<file path="src/rtl/traffic_display_driver_pkg.sv">
// Shared definitions for the traffic display driver: phase codes, lamp bit
// positions, 7-segment patterns and the count clamp.
package traffic_display_driver_pkg;

    typedef enum logic [1:0] {
        PH_OFF     = 2'b00,
        PH_LEFT    = 2'b01,
        PH_FORWARD = 2'b10,
        PH_RIGHT   = 2'b11
    } phase_e;

    localparam int LAMP_RED   = 3;
    localparam int LAMP_LEFT  = 2;
    localparam int LAMP_FWD   = 1;
    localparam int LAMP_RIGHT = 0;

    localparam logic [6:0] SEG_BLANK   = 7'h7F;
    localparam logic [3:0] DIGIT_BLANK = 4'hF;
    localparam logic [6:0] COUNT_MAX   = 7'd99;

    // Active-low {g,f,e,d,c,b,a}; codes 10..15 (including DIGIT_BLANK) go dark.
    function automatic logic [6:0] seg_decode(input logic [3:0] d);
        logic [6:0] s;
        case (d)
            4'd0:    s = 7'b1000000;
            4'd1:    s = 7'b1111001;
            4'd2:    s = 7'b0100100;
            4'd3:    s = 7'b0110000;
            4'd4:    s = 7'b0011001;
            4'd5:    s = 7'b0010010;
            4'd6:    s = 7'b0000010;
            4'd7:    s = 7'b1111000;
            4'd8:    s = 7'b0000000;
            4'd9:    s = 7'b0010000;
            default: s = SEG_BLANK;
        endcase
        return s;
    endfunction

    function automatic logic [6:0] clamp99(input logic [31:0] c);
        return (c > 32'd99) ? COUNT_MAX : c[6:0];
    endfunction

    function automatic logic [3:0] lamp_decode(input logic [1:0] ph);
        logic [3:0] l;
        l = '0;
        case (ph)
            PH_OFF:     l[LAMP_RED]   = 1'b1;
            PH_LEFT:    l[LAMP_LEFT]  = 1'b1;
            PH_FORWARD: l[LAMP_FWD]   = 1'b1;
            default:    l[LAMP_RIGHT] = 1'b1;
        endcase
        return l;
    endfunction

endpackage

</file>
<file path="src/rtl/traffic_display_driver_bin2bcd_seq.sv">
// Sequential 7-bit double-dabble: the load cycle also performs the first
// iteration, so done pulses in the 8th cycle counted from start.
module bin2bcd_seq
    import traffic_display_driver_pkg::*;
(
    input  logic       clk,
    input  logic       reset,
    input  logic       start,
    input  logic [6:0] bin,
    output logic       busy,
    output logic       done,
    output logic [7:0] bcd
);

    logic [14:0] sh_q, sh_d;
    logic [2:0]  step_q, step_d;
    logic        busy_q, busy_d;
    logic        done_q, done_d;

    // Layout: [14:11] tens, [10:7] ones, [6:0] binary still to shift in.
    function automatic logic [14:0] dd_step(input logic [14:0] x);
        logic [14:0] y;
        y = x;
        if (y[10:7] >= 4'd5)  y[10:7]  = y[10:7] + 4'd3;
        if (y[14:11] >= 4'd5) y[14:11] = y[14:11] + 4'd3;
        return {y[13:0], 1'b0};
    endfunction

    always_comb begin
        sh_d   = sh_q;
        step_d = step_q;
        busy_d = busy_q;
        done_d = 1'b0;
        if (!busy_q) begin
            if (start) begin
                sh_d   = dd_step({8'd0, bin});
                step_d = 3'd1;
                busy_d = 1'b1;
            end
        end else if (done_q) begin
            busy_d = 1'b0;
        end else begin
            sh_d   = dd_step(sh_q);
            step_d = step_q + 3'd1;
            if (step_q == 3'd6) done_d = 1'b1;
        end
    end

    always_ff @(posedge clk or posedge reset) begin
        if (reset) begin
            sh_q   <= '0;
            step_q <= '0;
            busy_q <= 1'b0;
            done_q <= 1'b0;
        end else begin
            sh_q   <= sh_d;
            step_q <= step_d;
            busy_q <= busy_d;
            done_q <= done_d;
        end
    end

    assign busy = busy_q;
    assign done = done_q;
    assign bcd  = sh_q[14:7];

endmodule

</file>
<file path="src/rtl/traffic_display_driver.sv">
// Lamp decode with end-of-phase green blink, an 18-cycle count-to-BCD refresh
// loop sharing one converter, and a 4-digit multiplexed 7-segment scan.
module traffic_display_driver
    import traffic_display_driver_pkg::*;
#(
    parameter int SCAN_DIV  = 50000,
    parameter int BLINK_DIV = 25000000,
    parameter int BLINK_TH  = 3
) (
    input  logic        clk,
    input  logic        reset,
    input  logic [1:0]  phase_ns,
    input  logic [31:0] count_ns,
    input  logic [1:0]  phase_ew,
    input  logic [31:0] count_ew,
    output logic [3:0]  lamp_ns,
    output logic [3:0]  lamp_ew,
    output logic [6:0]  seg,
    output logic [3:0]  an
);

    localparam int SCAN_W  = $clog2(SCAN_DIV);
    localparam int BLINK_W = $clog2(BLINK_DIV + 1);

    localparam logic [1:0] S_IDLE    = 2'd0;
    localparam logic [1:0] S_CONV_NS = 2'd1;
    localparam logic [1:0] S_CONV_EW = 2'd2;
    localparam logic [1:0] S_UPDATE  = 2'd3;

    logic [3:0]         lamp_ns_q, lamp_ns_d, lamp_ew_q, lamp_ew_d;
    logic [BLINK_W-1:0] blink_cnt_q, blink_cnt_d;
    logic               blink_on_q, blink_on_d;
    logic [1:0]         state_q, state_d;
    logic [6:0]         snap_ns_q, snap_ns_d, snap_ew_q, snap_ew_d;
    logic [7:0]         bcd_ns_q, bcd_ns_d, bcd_ew_q, bcd_ew_d;
    logic [15:0]        disp_q, disp_d;
    logic [SCAN_W-1:0]  scan_cnt_q, scan_cnt_d;
    logic [1:0]         idx_q, idx_d;
    logic [3:0]         an_q, an_d;
    logic [6:0]         seg_q, seg_d;

    logic       conv_start, conv_busy, conv_done;
    logic [6:0] conv_bin;
    logic [7:0] conv_bcd;

    // Green is gated by the blink phase only in the last BLINK_TH seconds.
    function automatic logic [3:0] lamp_out(input logic [1:0] ph, input logic [31:0] cnt,
                                            input logic blink);
        logic [3:0] l;
        l = lamp_decode(ph);
        if (ph != PH_OFF && cnt >= 32'd1 && cnt <= 32'(BLINK_TH))
            l = l & {1'b1, {3{blink}}};
        return l;
    endfunction

    function automatic logic [7:0] digit_pair(input logic [6:0] snap, input logic [7:0] b);
        logic [3:0] tens;
        tens = (b[7:4] == 4'd0) ? DIGIT_BLANK : b[7:4];
        return (snap == 7'd0) ? {DIGIT_BLANK, DIGIT_BLANK} : {tens, b[3:0]};
    endfunction

    bin2bcd_seq u_bin2bcd (
        .clk   (clk),
        .reset (reset),
        .start (conv_start),
        .bin   (conv_bin),
        .busy  (conv_busy),
        .done  (conv_done),
        .bcd   (conv_bcd)
    );

    always_comb begin
        blink_cnt_d = blink_cnt_q + BLINK_W'(1);
        blink_on_d  = blink_on_q;
        if (blink_cnt_q == BLINK_W'(BLINK_DIV - 1)) begin
            blink_cnt_d = '0;
            blink_on_d  = ~blink_on_q;
        end
        lamp_ns_d = lamp_out(phase_ns, count_ns, blink_on_q);
        lamp_ew_d = lamp_out(phase_ew, count_ew, blink_on_q);
    end

    // Snapshots are frozen outside IDLE so a refresh never mixes old and new counts.
    always_comb begin
        state_d    = state_q;
        snap_ns_d  = snap_ns_q;
        snap_ew_d  = snap_ew_q;
        bcd_ns_d   = bcd_ns_q;
        bcd_ew_d   = bcd_ew_q;
        disp_d     = disp_q;
        conv_start = 1'b0;
        conv_bin   = snap_ns_q;
        case (state_q)
            S_IDLE: begin
                snap_ns_d = clamp99(count_ns);
                snap_ew_d = clamp99(count_ew);
                state_d   = S_CONV_NS;
            end
            S_CONV_NS: begin
                conv_start = ~conv_busy;
                if (conv_done) begin
                    bcd_ns_d = conv_bcd;
                    state_d  = S_CONV_EW;
                end
            end
            S_CONV_EW: begin
                conv_bin   = snap_ew_q;
                conv_start = ~conv_busy;
                if (conv_done) begin
                    bcd_ew_d = conv_bcd;
                    state_d  = S_UPDATE;
                end
            end
            default: begin
                disp_d  = {digit_pair(snap_ew_q, bcd_ew_q), digit_pair(snap_ns_q, bcd_ns_q)};
                state_d = S_IDLE;
            end
        endcase
    end

    always_comb begin
        scan_cnt_d = scan_cnt_q + SCAN_W'(1);
        idx_d      = idx_q;
        if (scan_cnt_q == SCAN_W'(SCAN_DIV - 1)) begin
            scan_cnt_d = '0;
            idx_d      = idx_q + 2'd1;
        end
        an_d  = ~(4'b0001 << idx_q);
        seg_d = seg_decode(disp_q[{idx_q, 2'b00} +: 4]);
    end

    always_ff @(posedge clk or posedge reset) begin
        if (reset) begin
            lamp_ns_q   <= 4'b1000;
            lamp_ew_q   <= 4'b1000;
            blink_cnt_q <= '0;
            blink_on_q  <= 1'b1;
            state_q     <= S_IDLE;
            snap_ns_q   <= '0;
            snap_ew_q   <= '0;
            bcd_ns_q    <= '0;
            bcd_ew_q    <= '0;
            disp_q      <= {4{DIGIT_BLANK}};
            scan_cnt_q  <= '0;
            idx_q       <= '0;
            an_q        <= 4'hF;
            seg_q       <= SEG_BLANK;
        end else begin
            lamp_ns_q   <= lamp_ns_d;
            lamp_ew_q   <= lamp_ew_d;
            blink_cnt_q <= blink_cnt_d;
            blink_on_q  <= blink_on_d;
            state_q     <= state_d;
            snap_ns_q   <= snap_ns_d;
            snap_ew_q   <= snap_ew_d;
            bcd_ns_q    <= bcd_ns_d;
            bcd_ew_q    <= bcd_ew_d;
            disp_q      <= disp_d;
            scan_cnt_q  <= scan_cnt_d;
            idx_q       <= idx_d;
            an_q        <= an_d;
            seg_q       <= seg_d;
        end
    end

    assign lamp_ns = lamp_ns_q;
    assign lamp_ew = lamp_ew_q;
    assign an      = an_q;
    assign seg     = seg_q;

endmodule

</file>
<file path="config.mk">
export PLATFORM = sky130hd
export DESIGN_NAME = traffic_display_driver
export DESIGN_NICKNAME = d
export VERILOG_FILES = /design/src/rtl/traffic_display_driver_pkg.sv /design/src/rtl/traffic_display_driver_bin2bcd_seq.sv /design/src/rtl/traffic_display_driver.sv
export SDC_FILE = /design/constraint.sdc
export NUM_CORES = 1
export LEC_CHECK = 0
export ABC_AREA = 1
export BUFFER_PORTS_ARGS = -buffer_cell sky130_fd_sc_hd__buf_2
export CORE_MARGIN = 4
export CORE_UTILIZATION = 58
export DETAILED_ROUTE_END_ITERATION = 16
export PLACE_DENSITY = 0.8
export SYNTH_ARGS = -nofsm -noshare
export SYNTH_HDL_FRONTEND = slang
export SYNTH_HIERARCHICAL = 1
export SYNTH_SLANG_ARGS = --single-unit
</file>
<file path="constraint.sdc">
create_clock -name clk -period 4.8 [get_ports clk]
set_input_delay 0.96 -clock clk [delete_from_list [all_inputs] [get_ports clk]]
set_output_delay 0.96 -clock clk [all_outputs]
set_load 0.05 [all_outputs]
</file>
* Yosys cells after proc, flatten, opt, wreduce, memory -nomap -nowiden *
Memory sizes are Yosys's and may differ from the RTL's. A register that Yosys moved wholly into a read port is not among the register bits.
Cells that the tools add are included.

cells by class
  eq/ne operators = 12
  reduce and logical (&&, ||, !) cells = 22
  shift operators = 2
  magnitude comparators = 8
  bitwise gates (word level) = 5
  mux-type cells = 37
  add/sub/neg operators = 6

operators by type and width
  kind                     number
  $ge A32 B1 Y1 const B    2
  $gt A32 B7 Y1 const B    2
  $le A32 B2 Y1 const B    2
  $mux W15                 3
  $add A25 B1 Y25 const B  1
  $eq A25 B25 Y1 const B   1
  $mux W25                 1
  $mux W7                  3
  $mux W4                  5
  $add A16 B1 Y16 const B  1
  $eq A16 B16 Y1 const B   1
  $mux W16                 1
  $mux W8                  2
  $shiftx A16 B5 Y4        1
  $mux W1                  15
  $logic_not A7 Y1         2
  $mux W3                  4
  $reduce_or A3 Y1         3
  $and A4 B4 Y4            2
  $ge A4 B3 Y1 const B     2
  $logic_not A4 Y1         2
  $reduce_and A2 Y1        4
  $eq A2 B1 Y1 const B     3
  $eq A2 B2 Y1 const B     3
  16 further kinds         26

storage, ports and cells
  register bits = 124
  word-level logic and storage cells = 110
  output and inout port bits = 19
  ROM bits = 112
  input bits = 70
  memories kept = 1

memories
  memory           words  bits a word  rd ports  clocked after Yosys merged registers in  wr ports  line                              RTL
  (no name shown)  16     7            1         1                                        0         traffic_display_driver_pkg.sv:24  case (d)

* Longest topological paths before layout *
Gate-level depths: netlist of run 1.

  word-level depth = 5
  mapped depth = 13
  mapped depth without buffers = 12

* By module *
Netlist of run 1, hierarchy kept.

modules (own cells, without submodules)
  module                  cells an instance  instances  seq. area each (sq um)  area an instance (sq um)
  traffic_display_driver  758                1          2815.2                  5949.5
  bin2bcd_seq             130                1          475.5                   1054.8

* Worst setup path before layout of run 1 *
No wires, ideal clock.

  kind = input-to-reg
  from = in count_ew[8]
  to = reg snap_ew_q[2]
  buffers on the path = 0
  path slack = 2987 ps
  stages on the path = 6
  setup time = 66 ps
  required time = 4734 ps
  data arrival time = 1747 ps
  cell sequence = or2_2 > nor2_1 > nand3_1 > nor2_2 > nand3_1 > nand2_1

between the ends
  word-level cells in the longest chain between the ends = 2

RTL lines
  item                    line                              RTL
  start: declaration      traffic_display_driver.sv:15      input logic [31:0] count_ew,
  $gt A32 B7 Y1           traffic_display_driver_pkg.sv:41  return (c > 32'd99) ? COUNT_MAX : c[6:0];
  $mux W7                 traffic_display_driver_pkg.sv:41
  end signal: assignment  traffic_display_driver.sv:155     snap_ew_q <= snap_ew_d;
  end: declaration        traffic_display_driver.sv:34      logic [6:0] snap_ns_q, snap_ns_d, snap_ew_q, snap_ew_d;

No other way between the ends.
A chain may end at the register's enable or synchronous reset.

* Worst setup path after layout of run 1 *
  from = reg lamp_ns_q[3] (netlist: lamp_ns[3])
  to = out lamp_ns[3]

RTL lines
  item                      line                           RTL
  start: declaration        traffic_display_driver.sv:30   logic [3:0] lamp_ns_q, lamp_ns_d, lamp_ew_q, lamp_ew_d;
  start signal: assignment  traffic_display_driver.sv:149  lamp_ns_q <= lamp_ns_d;
  end: declaration          traffic_display_driver.sv:16   output logic [3:0] lamp_ns,

No word-level cell between the ends.

==> run summary, run 1 <==
ROUTING
-------------------------------------------------------------------------------------------
Routed Wire Length ...........................................................     14.07 mm
Iteration count of the initial detailed-routing pass .........................            6
Number of design-rule violations left by the first detailed-router iteration .          332
DRC ..........................................................................            0
Routed wire per std cell .....................................................     12.44 µm
Antenna-violating nets left ..................................................            0
Via total after detailed routing .............................................        5,810
Per-cell via count in the routed design ......................................        5.137

CTS
-------------------------------------------------------------------------------------------
Root Driver ..................................................................    clkbuf_16
Clk_lat worst skew ...........................................................      0.42 ns
Post-cts resize count ........................................................            0
Number of hold-repair buffers added at the cts stage .........................            0
Buffers from clock root to sink, at most .....................................            2
Total number of clock tree sinks .............................................          130
Clock tree from TritonCTS ....................................................          yes
Post-CTS Repair Setup Buffers ................................................            0
CTS clk-pin slew, worst paths ................................................      0.06 ns
Number of buffers created by CTS .............................................           17
Number of levels in the clock H-tree .........................................            4

YOSYS
-------------------------------------------------------------------------------------------
Cells after Synth ............................................................          888
Post-synth cell types ........................................................           41
Most frequent cells after synthesis .......................................... nand2_1 (206), nor2_1 (158), inv_1 (110)
Post-synthesis register bit count ............................................          130
Share of flip-flops with an asynchronous set or reset after synthesis ........        1.000
Post-synth EDFFs .............................................................            0
Post-Syn Nets ................................................................          979
Synthesis warning total ......................................................            6
Cells taking the most area after synthesis ................................... dfrtp_1 (36%), dfstp_2 (11%), nand2_1 (11%)
Cell area after synthesis ....................................................     7004 µm²
Area fraction of the dominant cell type after synthesis ......................       0.3573
Most frequent cell after synthesis ...........................................      nand2_1
Most area-hungry cell type in the Yosys netlist ..............................      dfrtp_1
Sequential fraction of the synthesis area ....................................       0.4698
Top FF cell, synth ...........................................................      dfrtp_1
Mean instance size in the synthesized netlist ................................    7.888 µm²

WORST SETUP PATH
-------------------------------------------------------------------------------------------
Slowest stage cell, crit path ................................................      dfstp_2
WP buf/inv ...................................................................            1
Cells along the critical path ................................................        buf_2
Crit Path Class ..............................................................   reg -> out
Startpoint class of the critical path ........................................    flip-flop
Gate family responsible for the most delay along the worst path ..............   flip-flops
CP Data Required Time ........................................................      3.84 ns
Endpoint type of the worst setup path ........................................  output port
Data arrival time of the worst path ..........................................      1.19 ns
Largest fanout of any net on the critical path ...............................            1
Peak per-stage delay on the critical path ....................................      0.51 ns

STA
-------------------------------------------------------------------------------------------
Min cycle time layout ........................................................     2.145 ns
Pins Over Slew Limit .........................................................            0
Final Hold Fails .............................................................            0
Timing-limited maximum frequency .............................................    466.1 MHz
Crit share post-route ........................................................       0.4469
Final number of setup-violating endpoints ....................................            0
Post-route setup TNS .........................................................         0 ns
Unrepaired setup endpoints after global routing ..............................           no
Transition time at the pin with the least slew margin ........................    0.9261 ns
Final setup skew .............................................................  0.006034 ns
Max-Slew Margin vs Limit .....................................................       0.3826
Final Worst Setup Slack ......................................................     2.655 ns

GLOBAL ROUTING
-------------------------------------------------------------------------------------------
Combined global-route utilization of all metal layers ........................       0.2102
Vias in the first global route ...............................................        5,399
Number of antenna violations at the first check in global routing ............            0
Largest net degree at the start of global routing ............................           76
Busiest metal layer after global routing .....................................         met2
Total grt overflow ...........................................................            0
Global-route wire length before repair .......................................     24.53 mm
Met3 usage ...................................................................      0.05574
GR met1 Demand/Resource ......................................................       0.2795
Met2 track demand over resource in global routing ............................       0.3421

PWR
-------------------------------------------------------------------------------------------
Max IR drop VDD ..............................................................  0.0002739 V
Overall power after layout ...................................................     2.700 mW
Lkg Pwr ......................................................................     4.106 nW
Power density of the placed cells ............................................ 329.8 nW/µm²

LAYOUT
-------------------------------------------------------------------------------------------
Fill cell instance count of the final layout .................................          921
Total inserted antenna cells .................................................            0
Post-route standard cell area excluding fillers ..............................     8188 µm²
Nets .........................................................................        1,066
Share of cells above drive strength 1 ........................................       0.2136
Synth-to-layout area growth ..................................................       16.90%
Post-layout util .............................................................       0.7050

DIE
-------------------------------------------------------------------------------------------
Chip Height ..................................................................     117.9 µm
Total Die Area ...............................................................   13,900 µm²
Chip width ...................................................................     117.9 µm
Initial Util .................................................................       0.6031
Area inside the core boundary ................................................   11,610 µm²
IO Count .....................................................................           89
FP Rows ......................................................................           39

HOLD PATH
-------------------------------------------------------------------------------------------
Type of the tightest min-delay check .........................................   reg -> reg

PLACE
-------------------------------------------------------------------------------------------
Number of buffers added on ports .............................................           88
RD Place Congestion ..........................................................       0.8646
Dpl hpwl .....................................................................     9.932 mm
Placement Setup Slack ........................................................     2.510 ns
DP Area ......................................................................     7490 µm²

OUTCOME
-------------------------------------------------------------------------------------------
Outcome ......................................................................    completed

RUN
-------------------------------------------------------------------------------------------
Count of max-cap constraint violations .......................................            0

[path summary, 6_finish.rpt]
check	start	end	slack, ns	cells past startpoint
setup / recovery	lamp_ns[3]	lamp_ns[3]	2.65	1
hold / removal	scan_cnt_q[0]	scan_cnt_q[0]	0.47	1
setup reg to reg	state_q[0]	disp_q[3]	2.83	5
hold reg to reg	scan_cnt_q[0]	scan_cnt_q[0]	0.47	1
max in group asynchronous	reset	seg[4]	3.03	3
min in group asynchronous	reset	u_bin2bcd/sh_q[5]	0.69	2
[routing by layer]
layer	routed length (µm)	vias up	share of wire
li1	-	2962	-
met1	6509	2677	0.46
met2	6712	146	0.48
met3	684	25	0.049
met4	166	0	0.012
met5	0	-	0
[logic make-up (layout without fill, tap and decap cells)]
kind of cell / after synthesis / after routing / share of synthesized area
multiplexers: 1 / 1 / 0.001608
AO/OA/AOI/OAI: 69 / 69 / 0.05573
AND/OR/NAND/NOR: 505 / 505 / 0.3246
buffers and inverters: 142 / 242 / 0.08574
flip-flops: 130 / 130 / 0.4698
adder cells (fa/ha/maj): 21 / 21 / 0.03751
XOR/XNOR: 20 / 20 / 0.02501
[power by group]
part           internal (mW)  switching, mW  total, mW
registers               1.10       0.000773       1.10
clock network           1.04          0.475       1.51
logic                 0.0294         0.0545     0.0839
[registers in the layout, summed over array words and instances (netlist names)]
| signal | count |
|---|---|
| bcd_ns_q | 8 |
| snap_ns_q | 7 |
| seg | 7 |
| u_bin2bcd/done | 1 |
| u_bin2bcd/busy | 1 |
| lamp_ew | 4 |
| scan_cnt_q | 16 |
| bcd_ew_q | 8 |
| disp_q | 16 |
| u_bin2bcd/sh_q | 14 |
| blink_cnt_q | 25 |
| blink_on_q | 1 |
| lamp_ns | 4 |
| snap_ew_q | 7 |
| state_q | 2 |
| idx_q | 2 |
| u_bin2bcd/step_q | 3 |
| an | 4 |
[placed cells by master, fill, tap and decap left out, types with 6 or more instances in the layout]
cell and count:
a21oi_1 11, buf_2 88, bufinv_16 7, clkbuf_16 17
dfrtp_1 100, dfstp_2 30, ha_1 21, inv_1 109
inv_2 9, nand2_1 206, nand2_2 12, nand3_1 57
nand3_2 6, nand4_1 19, nor2_1 158, nor2_2 8
nor3_1 13, o21ai_0 34, o21ai_1 6, o21bai_1 7
or2_2 7, xor2_1 17
[area by class of cell]
cell class	instances	area (µm²)	share of cell area
inverter	121	459.2	0.05608
sequential	130	3291	0.4019
multi-input combinational	616	3113	0.3802
tap	143	178.9	0.02185
timing repair buffer	89	447.9	0.05471
clock inverter	14	259.0	0.03163
clock buffer	18	439.2	0.05364
[metrics by stage]
| step | hold slack (ns) | cells |
|---|---|---|
| floorplan | 0.4309 | 888 |
| global placement | 0.4570 | 1099 |
| detailed placement | 0.4620 | 1099 |
| CTS | 0.4767 | 1131 |
| global route | 0.4864 | 1131 |
| finish | 0.4683 | 1131 |
(Power assumes the default switching activity.)
==> inputs of run 2 (changes only) <==
--- a/config.mk
+++ b/config.mk
@@ -8,9 +8,9 @@
 export ABC_AREA = 1
 export BUFFER_PORTS_ARGS = -buffer_cell sky130_fd_sc_hd__buf_2
 export CORE_MARGIN = 4
-export CORE_UTILIZATION = 58
+export CORE_UTILIZATION = 53
 export DETAILED_ROUTE_END_ITERATION = 16
-export PLACE_DENSITY = 0.8
+export PLACE_DENSITY = 0.77
 export SYNTH_ARGS = -nofsm -noshare
 export SYNTH_HDL_FRONTEND = slang
 export SYNTH_HIERARCHICAL = 1
==> constraint.sdc (replaced) <==
create_clock -name clk -period 1.76 [get_ports clk]
set_input_delay 0.352 -clock clk [delete_from_list [all_inputs] [get_ports clk]]
set_output_delay 0.352 -clock clk [all_outputs]
set_load 0.05 [all_outputs]
==> run 2 against run 1 <==
Effect of this change:
- sequential cell count stayed put
- combinational power grew to 3.0 times the previous value
- clock skew hardly changed
- total power grew to 2.7 times the previous value
- cell count is 3.8% higher
- utilization is 5.1 points lower
- worst setup slack worse by 2.5 ns
- via count is 0.79% lower
- routed wire length is 3.5% higher
- die area is 8.8% higher
- sequential power grew to 2.7 times the previous value
- critical path type is now reg -> reg
- critical endpoint is now blink_cnt_q[10]
==> run summary, run 2 (synthesized netlist as in run 1, its figures left out) <==
CTS
-------------------------------------------------------------------------------------------
Number of levels in the clock H-tree .........................................            4
Buffers from clock root to sink, at most .....................................            2
Total number of clock tree sinks .............................................          130
Clock tree from TritonCTS ....................................................          yes
CTS clk-pin slew, worst paths ................................................      0.06 ns
Root Driver ..................................................................    clkbuf_16
Clk_lat worst skew ...........................................................      0.42 ns
Number of buffers created by CTS .............................................           17

STA
-------------------------------------------------------------------------------------------
Final setup skew .............................................................  0.005582 ns
Pins Over Slew Limit .........................................................            0
Final Worst Setup Slack ......................................................    0.1126 ns
Unrepaired setup endpoints after global routing ..............................           no
Timing-limited maximum frequency .............................................    607.0 MHz
Post-route setup TNS .........................................................         0 ns
Min cycle time layout ........................................................     1.647 ns
Max-Slew Margin vs Limit .....................................................       0.6564
Final number of setup-violating endpoints ....................................            0
Crit share post-route ........................................................       0.9360
Transition time at the pin with the least slew margin ........................    0.5116 ns
Final Hold Fails .............................................................            0

PLACE
-------------------------------------------------------------------------------------------
RD Place Congestion ..........................................................       0.9270
DP Area ......................................................................     7647 µm²
Placement Setup Slack ........................................................    0.1311 ns
Number of buffers added on ports .............................................           88
Dpl hpwl .....................................................................     10.42 mm

GLOBAL ROUTING
-------------------------------------------------------------------------------------------
Global-route wire length before repair .......................................     24.35 mm
Vias in the first global route ...............................................        5,310
Combined global-route utilization of all metal layers ........................       0.2013
Largest net degree at the start of global routing ............................           37
Total grt overflow ...........................................................            0
Number of antenna violations at the first check in global routing ............            0

DIE
-------------------------------------------------------------------------------------------
Initial Util .................................................................       0.5483
Total Die Area ...............................................................   15,120 µm²
IO Count .....................................................................           89
Chip Height ..................................................................     123.0 µm
FP Rows ......................................................................           41
Area inside the core boundary ................................................   12,770 µm²
Chip width ...................................................................     123.0 µm

HOLD PATH
-------------------------------------------------------------------------------------------
Type of the tightest min-delay check .........................................    in -> reg

WORST SETUP PATH
-------------------------------------------------------------------------------------------
Register-to-register setup slack .............................................      0.11 ns
R2R Path End ................................................................. blink_cnt_q[10]
Endpoint type of the worst setup path ........................................    flip-flop
Largest fanout of any net on the critical path ...............................            5
CP startpoint ................................................................ blink_cnt_q[0]
Launching point of the worst reg2reg path .................................... blink_cnt_q[0]
Crit Path Class ..............................................................   reg -> reg
Register-to-Register Path Depth ..............................................            8
Startpoint class of the critical path ........................................    flip-flop
CP Data Required Time ........................................................      2.06 ns
Worst setup endpoint ......................................................... blink_cnt_q[10]
Data arrival time of the worst path ..........................................      1.95 ns

LAYOUT
-------------------------------------------------------------------------------------------
Most flops, register .........................................................  blink_cnt_q
Commonest cells after routing, fill and taps aside ........................... nand2_1 (206), nor2_1 (158), inv_1 (108)
Leading cell type in the layout, fill and taps excluded ......................      nand2_1
Synth-to-layout area growth ..................................................       19.24%
Post-layout util .............................................................       0.6538
Share of cells above drive strength 1 ........................................       0.2255
Largest registers ranked by flip-flop count .................................. blink_cnt_q (25), disp_q (16), scan_cnt_q (16)
Number of flip-flops in the largest register .................................           25
Nets .........................................................................        1,080
Post-route standard cell area excluding fillers ..............................     8352 µm²
Total inserted antenna cells .................................................            0

ROUTING
-------------------------------------------------------------------------------------------
DRC ..........................................................................            0
Via total after detailed routing .............................................        5,764
Antenna-violating nets left ..................................................            0
Iteration count of the initial detailed-routing pass .........................            5
Routed Wire Length ...........................................................     14.57 mm
Number of design-rule violations left by the first detailed-router iteration .          405
Per-cell via count in the routed design ......................................        4.910
Routed wire per std cell .....................................................     12.41 µm

PWR
-------------------------------------------------------------------------------------------
Lkg Pwr ......................................................................     4.168 nW
Max IR drop VDD ..............................................................  0.0006698 V
Power density of the placed cells ............................................ 869.0 nW/µm²

OUTCOME
-------------------------------------------------------------------------------------------
Outcome ......................................................................    completed

RUN
-------------------------------------------------------------------------------------------
Count of max-cap constraint violations .......................................            0

-- run 2: changes by cell type in the layout (fill, tap and decap cells not counted), moves of 2 or more --
cell	before	now
dfrtp_1	100	98
buf_4	1	11
clkinvlp_4	1	3
buf_12	0	3
dfrtp_2	0	2
inv_6	0	2
inv_4	2	0
-- run 2: through the flow --
stage | hold slack (ns) | instances | total power, mW
floorplan | 0.3031 | 888 | 3.175
global placement | 0.4053 | 1139 | 3.304
detailed placement | 0.4037 | 1139 | 3.308
CTS | 0.06884 | 1172 | 7.318
global route | 0.07369 | 1174 | 7.488
finish | 0.08266 | 1174 | 7.258
-- run 2: layout make-up --
type                    instances  area [µm²]
fillers                      1035        4422
flip-flops and latches        130        3293
multi-input cells             616        3113
repair buffers                103       593.1
inverters                     121       462.9
clock buffers                  19       442.9
clock inverters                13       231.5
well taps                     172       215.2
-- run 2: power breakdown --
| group | internal, mW | switching (mW) | total, mW |
|---|---|---|---|
| clock network | 2.70 | 1.31 | 4.00 |
| registers | 3.00 | 0.00196 | 3.01 |
| logic | 0.0952 | 0.154 | 0.249 |
| total | 5.80 | 1.46 | 7.26 |
-- run 2: timing repair --
action / in CTS / in global routing
hold endpoints to repair: 31 / 0
gates resized for setup: 0 / 5
endpoints found under the setup margin: 0 / 3
buffers inserted: 0 / 2
hold buffers: 1 / 0
-- run 2: metal layers --
metal,share of wire,vias to the layer above,global-route usage
met1,0.46,2642,0.2709
met2,0.48,120,0.3225
met4,0.012,0,0.06368
li1,-,2985,-
met5,0,-,0
met3,0.044,17,0.04986
-- run 2: worst min path at each step --
stage | cells past startpoint | slack, ns | start | end
after detailed placement | 2 | 0.40 | reset | snap_ns_q[3]
after global routing | 2 | 0.07 | phase_ns[1] | lamp_ns[3]
after floorplan | 1 | 0.30 | reset | u_bin2bcd/busy
after global placement | 2 | 0.41 | reset | snap_ns_q[3]
after CTS | 2 | 0.07 | phase_ns[0] | lamp_ns[3]
final | 2 | 0.08 | phase_ns[0] | lamp_ns[3]
-- run 2: worst max-delay path, stage by stage, from the launching register on --
cell      delay [ns]
dfrtp_2         0.40
ha_1            0.21
nand3_2         0.12
inv_1           0.14
nand2_2         0.14
inv_1           0.15
nand4_1         0.14
o211ai_1        0.17
inv_1           0.07
==> inputs of run 3 (changes only) <==
--- a/config.mk
+++ b/config.mk
@@ -7,10 +7,12 @@
 export LEC_CHECK = 0
 export ABC_AREA = 1
 export BUFFER_PORTS_ARGS = -buffer_cell sky130_fd_sc_hd__buf_2
+export CELL_PAD_IN_SITES_DETAIL_PLACEMENT = 0
+export CELL_PAD_IN_SITES_GLOBAL_PLACEMENT = 1
 export CORE_MARGIN = 4
-export CORE_UTILIZATION = 53
+export CORE_UTILIZATION = 39
 export DETAILED_ROUTE_END_ITERATION = 16
-export PLACE_DENSITY = 0.77
+export PLACE_DENSITY = 0.76
 export SYNTH_ARGS = -nofsm -noshare
 export SYNTH_HDL_FRONTEND = slang
 export SYNTH_HIERARCHICAL = 1
==> run 3 against run 2 <==
Effect of this change:
- die area rose by 33%
- sequential power barely moved
- critical path depth rose by 2
- count of clock-buffer cells in the layout did not move
- utilization fell by 18 points
- global-route usage fell by 4.6 points
- fmax rose by 1.5%
- total power fell by 9.2%
- register-to-register slack improved by 0.02 ns
- cell count rose by 4.9%
==> run summary, run 3 (synthesized netlist as in run 1, its figures left out) <==
STA
-------------------------------------------------------------------------------------------
Crit share post-route ........................................................       0.9225
Post-route setup TNS .........................................................         0 ns
Unrepaired setup endpoints after global routing ..............................           no
Final Hold Fails .............................................................            0
Final number of setup-violating endpoints ....................................            0
Timing-limited maximum frequency .............................................    615.9 MHz
Final Worst Setup Slack ......................................................    0.1363 ns
Fin Hold WS ..................................................................   0.09495 ns
Final setup skew .............................................................  0.007247 ns
Pins Over Slew Limit .........................................................            0
Transition time at the pin with the least slew margin ........................    0.5890 ns
Max-Slew Margin vs Limit .....................................................       0.6044
Min cycle time layout ........................................................     1.624 ns

LAYOUT
-------------------------------------------------------------------------------------------
Post-layout util .............................................................       0.4788
Fill cell instance count of the final layout .................................        1,740
Synth-to-layout area growth ..................................................       19.47%
Commonest cells after routing, fill and taps aside ........................... nand2_1 (206), nor2_1 (158), inv_1 (109)
Leading cell type in the layout, fill and taps excluded ......................      nand2_1
Post-route standard cell area excluding fillers ..............................     8368 µm²
Combined area of the multi-input logic cells .................................     3122 µm²
Seq. cell area ...............................................................     3293 µm²
Share of cells above drive strength 1 ........................................       0.2314
Largest registers ranked by flip-flop count .................................. blink_cnt_q (25), disp_q (16), scan_cnt_q (16)
Most flops, register .........................................................  blink_cnt_q
Nets .........................................................................        1,085
Number of flip-flops in the largest register .................................           25
Count of non-filler cells in the finished layout .............................        1,232
Total inserted antenna cells .................................................            0

CTS
-------------------------------------------------------------------------------------------
Number of buffers created by CTS .............................................           17
Buffers from clock root to sink, at most .....................................            2
Clock tree from TritonCTS ....................................................          yes
Root Driver ..................................................................    clkbuf_16
Total number of clock tree sinks .............................................          130
Number of levels in the clock H-tree .........................................            4
CTS clk-pin slew, worst paths ................................................      0.06 ns
Clk_lat worst skew ...........................................................      0.41 ns

DIE
-------------------------------------------------------------------------------------------
Initial Util .................................................................       0.4008
IO Count .....................................................................           89
Chip width ...................................................................     142.0 µm
Total Die Area ...............................................................   20,170 µm²
Area inside the core boundary ................................................   17,480 µm²
Chip Height ..................................................................     142.0 µm
FP Rows ......................................................................           48

WORST SETUP PATH
-------------------------------------------------------------------------------------------
CP startpoint ................................................................     idx_q[0]
Endpoint type of the worst setup path ........................................    flip-flop
Launching point of the worst reg2reg path ....................................     idx_q[0]
CP Data Required Time ........................................................      2.10 ns
Startpoint class of the critical path ........................................    flip-flop
Largest fanout of any net on the critical path ...............................            8
Crit Path Class ..............................................................   reg -> reg
Data arrival time of the worst path ..........................................      1.97 ns

PLACE
-------------------------------------------------------------------------------------------
DP Area ......................................................................     7749 µm²
Placed cell count ............................................................        1,195
RD Place Congestion ..........................................................       0.8443
Number of buffers added on ports .............................................           88
Dpl hpwl .....................................................................     11.39 mm
Placement Setup Slack ........................................................    0.1692 ns

ROUTING
-------------------------------------------------------------------------------------------
Antenna-violating nets left ..................................................            0
Per-cell via count in the routed design ......................................        4.596
Routed Wire Length ...........................................................     14.83 mm
Number of design-rule violations left by the first detailed-router iteration .          274
DRC ..........................................................................            0
Routed wire per std cell .....................................................     12.04 µm
Via total after detailed routing .............................................        5,662
Iteration count of the initial detailed-routing pass .........................            5

HOLD PATH
-------------------------------------------------------------------------------------------
Worst hold path startpoint ...................................................  phase_ew[1]
Type of the tightest min-delay check .........................................    in -> reg

GLOBAL ROUTING
-------------------------------------------------------------------------------------------
Number of antenna violations at the first check in global routing ............            0
Vias in the first global route ...............................................        5,412
Global-route wire length before repair .......................................     25.74 mm
Total grt overflow ...........................................................            0
Combined global-route utilization of all metal layers ........................       0.1555
Largest net degree at the start of global routing ............................           26

PWR
-------------------------------------------------------------------------------------------
Max IR drop VDD ..............................................................  0.0006219 V
Lkg Pwr ......................................................................     4.148 nW
Power density of the placed cells ............................................ 787.7 nW/µm²
Overall power after layout ...................................................     6.591 mW

RUN
-------------------------------------------------------------------------------------------
Count of max-cap constraint violations .......................................            0

OUTCOME
-------------------------------------------------------------------------------------------
Outcome ......................................................................    completed

[run 3: what timing repair did]
| item | 4_1_cts | 5_1_grt |
|---|---|---|
| buffers inserted | 0 | 4 |
| hold buffers | 1 | 0 |
| gates resized for setup | 0 | 6 |
| hold endpoints to repair | 22 | 0 |
| endpoints found under the setup margin | 0 | 5 |
[run 3: worst max-delay path: stages (launching register included)]
cell and delay (ns):
dfrtp_1 0.38, inv_4 0.07, buf_4 0.14, nand2_1 0.06, nand3_1 0.06, nand2_1 0.14
inv_1 0.10, ha_1 0.19, or2_1 0.25, nand3_1 0.09, nand2_1 0.06
[run 3: worst paths after layout]
check	to	slack [ns]	depth (start not counted)
min in group asynchronous	u_bin2bcd/step_q[0]	0.53	4
min reg2reg	scan_cnt_q[0]	0.47	1
max in group asynchronous	an[3]	0.60	4
max	seg[6]	0.14	10
min	lamp_ew[3]	0.09	2
max reg2reg	seg[6]	0.14	10
[run 3: layer usage]
metal	vias to the layer above	share of wire	track usage
li1	2998	-	-
met1	2586	0.50	0.2216
met2	62	0.46	0.2390
met3	16	0.029	0.03730
met4	0	0.011	0.04091
met5	-	0	0
[run 3: final cells by class]
cell class | count | area share
Sequential cell | 130 | 0.3935
Multi-Input combinational cell | 616 | 0.3731
Timing Repair Buffer | 108 | 0.07685
Inverter | 121 | 0.05532
Clock buffer | 19 | 0.05413
Tap cell | 225 | 0.03364
Clock inverter | 13 | 0.01346
[run 3: where the power goes]
group	internal (mW)	switching (mW)	total, mW
sequential	3.00	0.00205	3.01
clock	2.01	1.32	3.33
combinational	0.101	0.152	0.253
total	5.11	1.48	6.59
